$ cat src/rtl/ctlr_serial_port_if.sv
// CPU-side bus of the serial gamepad port: cycle enable, address, direction and data.
interface ctlr_serial_port_if;
  logic        clock_en;
  logic [15:0] addr;
  logic        r_en;
  logic [7:0]  w_data;
  logic [7:0]  button_data_rd;

  modport master (output clock_en, addr, r_en, w_data, input button_data_rd);
  modport slave  (input clock_en, addr, r_en, w_data, output button_data_rd);
endinterface

$ cat src/rtl/ctlr_serial_port.sv
// NES-style serial gamepad port: shared latch, per-port shift-clock pulses,
// registered serial read data and 8-bit frame capture per port.
module ctlr_serial_port #(
  parameter int          NUM_PORTS   = 2,
  parameter int          PULSE_LEN   = 3,
  parameter logic [15:0] BASE_ADDR   = 16'h4016,
  parameter logic [6:0]  OPEN_BUS    = 7'h00,
  parameter bit          INVERT_DATA = 1'b1
) (
  input  logic                   clock,
  input  logic                   reset_n,
  ctlr_serial_port_if.slave      bus,
  input  logic [NUM_PORTS-1:0]   ctlr_data,
  output logic [NUM_PORTS-1:0]   ctlr_pulse,
  output logic                   ctlr_latch,
  output logic [8*NUM_PORTS-1:0] button_state,
  output logic [NUM_PORTS-1:0]   button_state_vld
);

  logic [3:0] bit_cnt   [NUM_PORTS];
  logic [3:0] pulse_cnt [NUM_PORTS];
  logic [7:0] shadow    [NUM_PORTS];

  logic [NUM_PORTS-1:0] rd_hit;
  logic [NUM_PORTS-1:0] bit_val;
  logic [NUM_PORTS-1:0] advance;
  logic                 rd_any;
  logic                 rd_bit;
  logic                 latch_wr;
  logic                 unused_wdata;

  assign unused_wdata = ^bus.w_data[7:1];

  always_comb begin
    rd_hit  = '0;
    bit_val = '0;
    advance = '0;
    rd_bit  = 1'b0;
    for (int i = 0; i < NUM_PORTS; i++) begin
      rd_hit[i]  = bus.r_en && (bus.addr == BASE_ADDR + 16'(i));
      // Once a frame is exhausted the pad keeps returning 1 until re-latched.
      bit_val[i] = (bit_cnt[i] == 4'd8 && !ctlr_latch) ? 1'b1 : (ctlr_data[i] ^ INVERT_DATA);
      advance[i] = rd_hit[i] && !ctlr_latch && (bit_cnt[i] != 4'd8);
      if (rd_hit[i]) rd_bit = bit_val[i];
    end
    rd_any   = |rd_hit;
    latch_wr = !bus.r_en && (bus.addr == BASE_ADDR);
  end

  always_ff @(posedge clock or negedge reset_n) begin
    if (!reset_n) begin
      ctlr_latch         <= 1'b0;
      bus.button_data_rd <= 8'h00;
      ctlr_pulse         <= '1;
      button_state       <= '0;
      button_state_vld   <= '0;
      for (int i = 0; i < NUM_PORTS; i++) begin
        bit_cnt[i]   <= 4'd0;
        pulse_cnt[i] <= 4'd0;
        shadow[i]    <= 8'h00;
      end
    end else if (bus.clock_en) begin
      if (latch_wr) ctlr_latch <= bus.w_data[0];
      if (rd_any) bus.button_data_rd <= {OPEN_BUS, rd_bit};
      button_state_vld <= '0;
      for (int i = 0; i < NUM_PORTS; i++) begin
        ctlr_pulse[i] <= (pulse_cnt[i] == 4'd0);
        // A read during an active pulse reloads the timer, stretching one pulse.
        if (advance[i]) pulse_cnt[i] <= 4'(PULSE_LEN);
        else if (pulse_cnt[i] != 4'd0) pulse_cnt[i] <= pulse_cnt[i] - 4'd1;

        if (ctlr_latch) begin
          bit_cnt[i] <= 4'd0;
        end else if (advance[i]) begin
          bit_cnt[i] <= bit_cnt[i] + 4'd1;
          shadow[i][bit_cnt[i][2:0]] <= bit_val[i];
          if (bit_cnt[i] == 4'd7) begin
            button_state[8*i +: 8] <= {bit_val[i], shadow[i][6:0]};
            button_state_vld[i]    <= 1'b1;
          end
        end
      end
    end
  end

endmodule

$ cat src/flat_wrapper.sv
// flat-port wrapper written by rule: the top's interface ports become plain ports
module ctlr_serial_port_flat 
#(
  parameter int          NUM_PORTS   = 2,
  parameter int          PULSE_LEN   = 3,
  parameter logic [15:0] BASE_ADDR   = 16'h4016,
  parameter logic [6:0]  OPEN_BUS    = 7'h00,
  parameter bit          INVERT_DATA = 1'b1
)
  (clock, reset_n, ctlr_data, ctlr_pulse, ctlr_latch, button_state, button_state_vld, bus_clock_en, bus_addr, bus_r_en, bus_w_data, bus_button_data_rd);
  ctlr_serial_port_if bus_i ();
  input  logic clock;
  input  logic reset_n;
  input  logic [NUM_PORTS-1:0] ctlr_data;
  output logic [NUM_PORTS-1:0] ctlr_pulse;
  output logic ctlr_latch;
  output logic [8*NUM_PORTS-1:0] button_state;
  output logic [NUM_PORTS-1:0] button_state_vld;
  input wire logic [$bits(bus_i.clock_en)-1:0] bus_clock_en;
  input wire logic [$bits(bus_i.addr)-1:0] bus_addr;
  input wire logic [$bits(bus_i.r_en)-1:0] bus_r_en;
  input wire logic [$bits(bus_i.w_data)-1:0] bus_w_data;
  output wire logic [$bits(bus_i.button_data_rd)-1:0] bus_button_data_rd;
  assign bus_i.clock_en = bus_clock_en;
  assign bus_i.addr = bus_addr;
  assign bus_i.r_en = bus_r_en;
  assign bus_i.w_data = bus_w_data;
  assign bus_button_data_rd = bus_i.button_data_rd;
  ctlr_serial_port #(.NUM_PORTS(NUM_PORTS), .PULSE_LEN(PULSE_LEN), .BASE_ADDR(BASE_ADDR), .OPEN_BUS(OPEN_BUS), .INVERT_DATA(INVERT_DATA)) u_core (.clock(clock), .reset_n(reset_n), .bus(bus_i), .ctlr_data(ctlr_data), .ctlr_pulse(ctlr_pulse), .ctlr_latch(ctlr_latch), .button_state(button_state), .button_state_vld(button_state_vld));
endmodule
$ cat config.mk
export PLATFORM = sky130hd
export DESIGN_NAME = ctlr_serial_port_flat
export DESIGN_NICKNAME = d
export VERILOG_FILES = /design/src/rtl/ctlr_serial_port_if.sv /design/src/rtl/ctlr_serial_port.sv /design/src/flat_wrapper.sv
export SDC_FILE = /design/constraint.sdc
export NUM_CORES = 1
export LEC_CHECK = 0
export ABC_CLOCK_PERIOD_IN_PS = 2500
export CAP_MARGIN = 20
export CORE_UTILIZATION = 30
export CTS_BUF_LIST = sky130_fd_sc_hd__clkbuf_8
export DETAILED_ROUTE_END_ITERATION = 7
export GPL_ROUTABILITY_DRIVEN = 0
export MAX_ROUTING_LAYER = met4
export PLACE_DENSITY_LB_ADDON = 0.2
export SYNTH_ARGS = -nofsm -noshare
export SYNTH_HDL_FRONTEND = slang
export SYNTH_SLANG_ARGS = --single-unit
$ cat constraint.sdc
create_clock -name clock -period 2.5 [get_ports clock]
set_clock_uncertainty 0.1 [all_clocks]
set_input_delay 0.25 -clock clock [delete_from_list [all_inputs] [get_ports clock]]
set_output_delay 0.25 -clock clock [all_outputs]
set_load 0.05 [all_outputs]
-- After elaboration in Yosys (flattened, before gate mapping)
Index checks and enable logic that the tools add are counted.
- flip-flop bits (word level): 54
- $add $sub $neg: 4
- magnitude comparators: 4
- equality and inequality tests: 8
- muxes and demuxes: 24
- bitwise gates (word level): 3
- reduce and logical (&&, ||, !) cells: 32
- operators by type and width (cell ; number):
    $eq 16x15->1 const B ; 2
    $mux 4 ; 8
    $bwmux 8 ; 2
    $mux 1 ; 12
    $reduce_and 2->1 ; 6
    $logic_and 1x1->1 ; 11
    $add 4x1->4 const B ; 2
    $eq 4x3->1 const B ; 2
    $eq 4x4->1 const B ; 2
    $logic_not 4->1 ; 2
    $lt 3x4->1 const B ; 2
    $ne 4x4->1 const B ; 2
    $reduce_and 4->1 ; 2
    $reduce_bool 2->1 ; 4
    $reduce_bool 4->1 ; 2
    $sub 4x1->4 const B ; 2
    $demux 1 s3 ; 2
    $ge 3x1->1 const B ; 2
    $reduce_and 3->1 ; 2
    $not 1->1 ; 3
    $logic_not 1->1 ; 2
    $reduce_or 2->1 ; 1

-- Depth between registers and ports, before layout
Gate-level depths: netlist of run 1.
- depth after elaboration: 6
- depth in mapped cells: 7
- depth with buffers taken out: 6

-- Worst setup path before layout of run 1
No wires, ideal clock.
- path type: register -> register
- start: register u_core.ctlr_latch
- end: register u_core.shadow[1] in the netlist's numbering
- library setup time: 0.125 ns
- arrival: 1.842 ns
- data required time: 2.275 ns
- slack: 0.433 ns
- cell stages (with the launch flop): 6
- path through: dfrtp_1 and3b_1 nand3_1 clkbuf_1 nor4_1 mux2_2
- longest elaborated chain between the ends: 4
- RTL lines (element ; RTL line ; text):
    from (decl) ; ctlr_serial_port.sv:15 ; output logic ctlr_latch,
    from (signal assigned) ; ctlr_serial_port.sv:63 ; if (latch_wr) ctlr_latch <= bus.w_data[0];
    $logic_not 1->1 ; ctlr_serial_port.sv:42, ctlr_serial_port.sv:43 ;
    $logic_and 1x1->1, on equally long branches ; ctlr_serial_port.sv:42, ctlr_serial_port.sv:43 ;
    $mux 1 / $logic_and 1x1->1 (equally long branches) ; ctlr_serial_port.sv:42, ctlr_serial_port.sv:43 ;
    $bwmux 8 / $reduce_and 3->1 (equally long branches) ; n/a ;
    to (signal, indexed assignment) ; ctlr_serial_port.sv:76 ; shadow[i][bit_cnt[i][2:0]] <= bit_val[i];
    to (decl) ; ctlr_serial_port.sv:22 ; logic [7:0] shadow [NUM_PORTS];
Several ways; a longest one is shown, not always the timed one.
A chain may end at the register's enable or synchronous reset.

-- Final worst setup path of run 1
- start: input bus_addr[5]
- end: register u_core.shadow[8] in the netlist's numbering
- longest elaborated chain between the ends: 5
- RTL lines (element ; RTL line ; text):
    from (decl) ; flat_wrapper.sv:20 ; input wire logic [$bits(bus_i.addr)-1:0] bus_addr;
    $eq 16x15->1 ; ctlr_serial_port.sv:40 ; rd_hit[i] = bus.r_en && (bus.addr == BASE_ADDR + 16'(i));
    $logic_and 1x1->1 ; ctlr_serial_port.sv:40 ;
    $logic_and 1x1->1 (2 in a row) ; ctlr_serial_port.sv:43 ; advance[i] = rd_hit[i] && !ctlr_latch && (bit_cnt[i] != 4'd8);
    $reduce_and 3->1 (no source line) ; n/a ;
Every way passes these cells.

==> flow_metrics.tcl, run 1 <==
set metrics [dict create \
    end_kind "register" \
    relSlewSlack_pct 57.14 \
    cts_sinks 52 \
    antennaDiodeCount 0 \
    numPlacedInstances 398 \
    synth_area_leaders "dfrtp_1, mux2_2, mux2_4" \
    status "finished, final reports clean" \
    utilization_pct 39.73 \
    synth_cells 241 \
    use_met2_pct 21.07 \
    synthesis.area_um2 2701 \
    clock_latency_ns 0.31 \
    wl_per_cell_um 13.58 \
    grt_usage_pct 13.13 \
    cp_max_fo 5 \
    ys.flop_type "dfrtp_1" \
    reg2regPathDepth 7 \
    ios 59 \
    fmax_mhz 459.3 \
    criticalPathCategory "primary input to register" \
    peakVddDrop_v 0.0003066 \
    synth_top_area_share_pct 46.32 \
    final_antenna_net_count 0 \
    endpoint "u_core.shadow[8]" \
    cts_root_buf "clkbuf_8" \
    synth_cell_type_count 46 \
    syn2layout_area_growth_pct 28.25 \
    die_height_um 96.89 \
    initial_core_util_pct 30.98 \
    critPathRequiredTime_ns 2.59 \
    antenna_found_initial 0 \
    yosys.area.top_type "dfrtp_1" \
    synth.avg_cell_area_um2 11.21 \
    regToRegSetupSlack_ns 0.35 \
    synth_common_cells "dfrtp_1, mux2_2, inv_1, nand2_1" \
    n_fill_cell 845 \
    placed_area_um2 3339 \
    fin_nets 336 \
    yosysWarnings 0 \
    overflow 0 \
    vias 1977 \
    r2r_end "u_core.button_state[7]" \
    min_period_ns 2.177 \
    cellLeakagePower_uw 0.001539 \
    cts_tree "built" \
    drtIter0Drc 65 \
    portBuffers 44 \
    via_per_inst 4.857 \
    clk_path_buf_depth 2 \
    synth.most_common_cell "dfrtp_1" \
    max-cap-violations 0 \
    die_width_um 96.89 \
    grt_pass1_vias 1975 \
    fin_area_um2 3465 \
    fin_cells 407 \
    async_flop_share_pct 100.0 \
    drv_slew 0 \
    finalHoldViolations 0 \
    cp.arrival_ns 2.27 \
    met1_usage_pct 16.86 \
    startpoint_type "primary input" \
    clk_pin_slew_ns 0.10 \
    met3_usage_pct 2.746 \
    ys_ff_latch 52 \
    finalWirelength_um 5529 \
    hpwl_um 4186 \
    rows 34 \
    synth_enable_flop_cells 0 \
    numCtsBuffers 5 \
    seq_area_frac_synth_pct 48.26 \
    design.die.area_um2 9388 \
    fin_crit_sh_pct 87.08 \
    busiest_layer "met2" \
    grt_max_degree 31 \
    cp-startpoint "bus_addr[5]" \
    grt_pass1_wl_um 9742 \
    regToRegStartpoint "u_core.bit_cnt[4]" \
    dr.pass1.iters 4 \
    tightest_slew_ns 0.6374 \
    drcViolationCount 0 \
    drive_above_1_share_pct 22.74 \
    hold_path.class "primary input to async pin" \
    rsz0062_at_grt "no" \
    cellPowerDensity_nw_per_um2 559.1 \
    h-tree-depth 2 \
    setup_violations 0 \
    core_region_area_um2 8721 \
]
[layout by cell type (no fill, tap or decap), drive strengths merged, types with 4 or more instances in the layout]
cell / n
dfrtp: 50
clkdlybuf4s50: 43
mux2: 31
inv: 20
nand2: 19
buf: 17
nor4: 12
o21ai: 12
ha: 8
o211ai: 7
nand2b: 7
conb: 7
clkbuf: 5
nor3: 5
nand3b: 4
nand3: 4
a211oi: 4
nand4: 4
[worst max-delay path: stages]
cell	delay, ns
clkdlybuf4s50_1	0.45
nor4_2	0.32
nand4_1	0.29
buf_4	0.25
nor4b_1	0.33
mux2_2	0.37
[kinds of logic after synthesis]
kind of cell	share of synthesized area, %
other	0.1388
and+or+nand+nor	16.17
muxes	14.41
buffers and inverters	6.346
xor gates and xnor gates	0.9729
adders and majority gates	3.706
AOI/OAI and AO/OA	10.01
DFF	48.26
[flip-flops by register name (all words and copies together), names as in the netlist]
| name | flops |
|---|---|
| u_core.shadow | 14 |
| u_core.ctlr_latch | 1 |
| u_core.button_state_vld | 2 |
| u_core.ctlr_pulse | 2 |
| u_core.button_state | 16 |
| u_core.bit_cnt | 8 |
| u_core.pulse_cnt | 8 |
| u_core.bus.button_data_rd | 1 |
[repair_timing]
action / 4_1_cts / 5_1_grt
hold buffers: 1 / 0
hold endpoints to repair: 22 / 0
buffers inserted: 0 / 0
resized for setup: 0 / 0
[metal layers]
layer	wire length (um)	share of wire (%)	up-vias
li1	-	-	965
met1	2665	48	979
met2	2700	49	30
met3	134	2.4	3
met4	29	0.52	0
met5	0	0	-
[how the worst min path moves through the flow]
stage	startpoint	endpoint	slack, ns
4_1_cts	reset_n	u_core.ctlr_latch	0.37
3_5_place_dp	reset_n	u_core.button_state[3]	0.18
6_report	reset_n	u_core.button_state[3]	0.36
3_3_place_gp	reset_n	u_core.button_state[3]	0.17
2_1_floorplan	reset_n	u_core.bit_cnt[0]	-0.15
5_1_grt	reset_n	u_core.button_state[3]	0.40
[area by class of cell]
type / instances / area [um^2] / share of cell area [%]
sequential: 52 / 1304 / 37.63
multi-input combinational: 159 / 1249 / 36.04
timing repair buffer: 61 / 590.6 / 17.05
tap: 108 / 135.1 / 3.900
inverter: 19 / 71.32 / 2.059
clock buffer: 5 / 68.82 / 1.986
clock inverter: 3 / 46.29 / 1.336
[stage by stage]
stage | hold WS [ns] | worst slack (ns) | power, uW | setup TNS, ns
after floorplan | -0.1456 | 0.4328 | 1235 | 0
after global placement | 0.1749 | -0.03274 | 1341 | -0.08179
after detailed placement | 0.1802 | -0.03655 | 1353 | -0.1166
after CTS | 0.3725 | 0.2935 | 1964 | 0
after global routing | 0.3953 | 0.1551 | 2071 | 0
final | 0.3604 | 0.3230 | 1937 | 0
[power by group]
| part | total, uW | switching, uW | internal (uW) |
|---|---|---|---|
| clock network | 602 | 300 | 302 |
| logic | 372 | 201 | 171 |
| registers | 963 | 53.5 | 909 |
Power figures use the tool's default switching activity.
==> run 2, diff against run 1 <==
- CTS_BUF_LIST: sky130_fd_sc_hd__clkbuf_8 -> not set
- CTS_CLUSTER_SIZE: not set -> 8
- PLACE_DENSITY_LB_ADDON: 0.2 -> not set
==> run 2 against run 1 <==
Total power fell by 6.2%; critical path depth rose by 1; fmax rose by 3.0%; sequential power barely moved; critical path type is now register to register; clock-buffer cell count rose by 1; die area did not move; largest power group unchanged; highest routed layer unchanged; register-to-register slack improved by 0.04 ns; flip-flop and latch count did not move; via count fell by 2.4%; global-route usage fell by 0.80 points.
==> flow_metrics.tcl, run 2 (same netlist as run 1, synthesis figures left out) <==
set metrics [dict create \
    cp.arrival_ns 2.20 \
    cellLeakagePower_uw 0.001512 \
    met1_length_um 2458 \
    die_width_um 96.89 \
    fmax_mhz 473.4 \
    drv_slew 0 \
    wl_met3_um 212 \
    layout_commonest_cell "dfrtp_1" \
    final_antenna_net_count 0 \
    cts_root_buf "clkbuf_8" \
    largest_reg_flops 16 \
    hold_path.class "primary input to async pin" \
    fin_nets 332 \
    cp_max_fo 12 \
    via_per_inst 4.787 \
    wl_met2_um 2527 \
    tightest_slew_ns 0.6110 \
    peakVddDrop_v 0.0002597 \
    startpoint_type "register" \
    min_period_ns 2.113 \
    regToRegStartpoint "u_core.bit_cnt[0]" \
    design.die.area_um2 9388 \
    antennaDiodeCount 0 \
    criticalPathCategory "register to register" \
    clk_path_buf_depth 2 \
    core_region_area_um2 8721 \
    ios 59 \
    h-tree-depth 2 \
    cellPowerDensity_nw_per_um2 532.7 \
    numCtsBuffers 5 \
    portBuffers 44 \
    setup_violations 0 \
    drtIter0Drc 72 \
    end_kind "register" \
    top_register "u_core.button_state" \
    cp-startpoint "u_core.bit_cnt[0]" \
    power_uw 1818 \
    grt_pass1_wl_um 9239 \
    rows 34 \
    cts_sinks 52 \
    antenna_found_initial 0 \
    overflow 0 \
    vias 1929 \
    dr.pass1.iters 4 \
    grt_pass1_vias 1939 \
    n_fill_cell 848 \
    drcViolationCount 0 \
    largestRegisters "u_core.button_state x16, u_core.shadow x14" \
    syn2layout_area_growth_pct 26.31 \
    clock_latency_ns 0.30 \
    drive_above_1_share_pct 21.69 \
    highest_layer "met4" \
    final_cell_mix "dfrtp_1, clkdlybuf4s50_1, mux2_2" \
    cts_resized 0 \
    max-cap-violations 0 \
    finalWirelength_um 5228 \
    finalSetupTns_ns 0 \
    rsz0062_at_grt "no" \
    grt_max_degree 53 \
    finalHoldViolations 0 \
    hpwl_um 3856 \
    wl_per_cell_um 12.97 \
    initial_core_util_pct 30.98 \
    status "finished, final reports clean" \
    relSlewSlack_pct 58.92 \
    cts_tree "built" \
    clk_pin_slew_ns 0.09 \
    grt_usage_pct 12.32 \
    fin_crit_sh_pct 84.50 \
    critPathRequiredTime_ns 2.58 \
    die_height_um 96.89 \
]
run 2: cell types whose count changed in the layout (fill, tap and decap cells not counted):
cell and change:
buf_4 -4, bufinv_16 -1, clkbuf_8 +1, clkinv_2 +2, clkinvlp_4 -1, inv_6 -1
run 2: stage by stage:
step           area, um^2  utilization (%)  hold slack [ns]  cells  setup WS (ns)
6_report             3412            39.12           0.3512    403         0.3874
5_1_grt              3412            39.12           0.3749    403         0.1657
4_1_cts              3412            39.12           0.3681    403         0.3652
3_5_place_dp         3309            37.95           0.1710    394        0.03842
3_3_place_gp         3309            37.95           0.1677    394        0.07836
2_1_floorplan        2724                -          -0.1456    247         0.4328
run 2: routing by layer:
layer  vias to the layer above  track usage, %
met5                         -               -
met4                         0           2.985
met3                         6           3.468
met2                        35           19.77
met1                       936           15.37
li1                        952               -
run 2: critical path, stage by stage (launching register included):
cell and delay, ns:
dfrtp_1 0.49, inv_1 0.09, ha_1 0.21, nand3b_1 0.12, nand3_1 0.08, buf_4 0.19, nor4_1 0.34, mux2_2 0.38
run 2: what timing repair did:
item	4_1_cts	5_1_grt
hold buffers	1	0
endpoints found under the hold margin	50	0
buffers inserted	0	0
run 2: path summary, 6_finish.rpt:
path | end | slack (ns) | cells past startpoint
min in group clock | u_core.button_state[14] | 0.40 | 1
worst min register to register | u_core.button_state[14] | 0.40 | 1
worst max-delay path | u_core.shadow[5] | 0.39 | 7
worst max register to register | u_core.shadow[5] | 0.39 | 7
worst min-delay path | u_core.button_state[6] | 0.35 | 3
max in group asynchronous | u_core.ctlr_pulse[1] | 1.64 | 3
run 2: cell type report:
| class | instances | area, um^2 | area share, % |
|---|---|---|---|
| flip-flops and latches | 52 | 1304 | 38.21 |
| multi-input cells | 159 | 1249 | 36.60 |
| repair buffers | 57 | 560.5 | 16.43 |
| well taps | 108 | 135.1 | 3.960 |
| clock buffers | 6 | 82.58 | 2.420 |
| inverters | 19 | 71.32 | 2.090 |
| clock inverters | 2 | 10.01 | 0.2934 |
run 2: where the power goes:
group | total [uW] | internal (uW) | switching, uW
registers | 962 | 909 | 52.8
logic | 365 | 170 | 195
clock network | 491 | 221 | 269
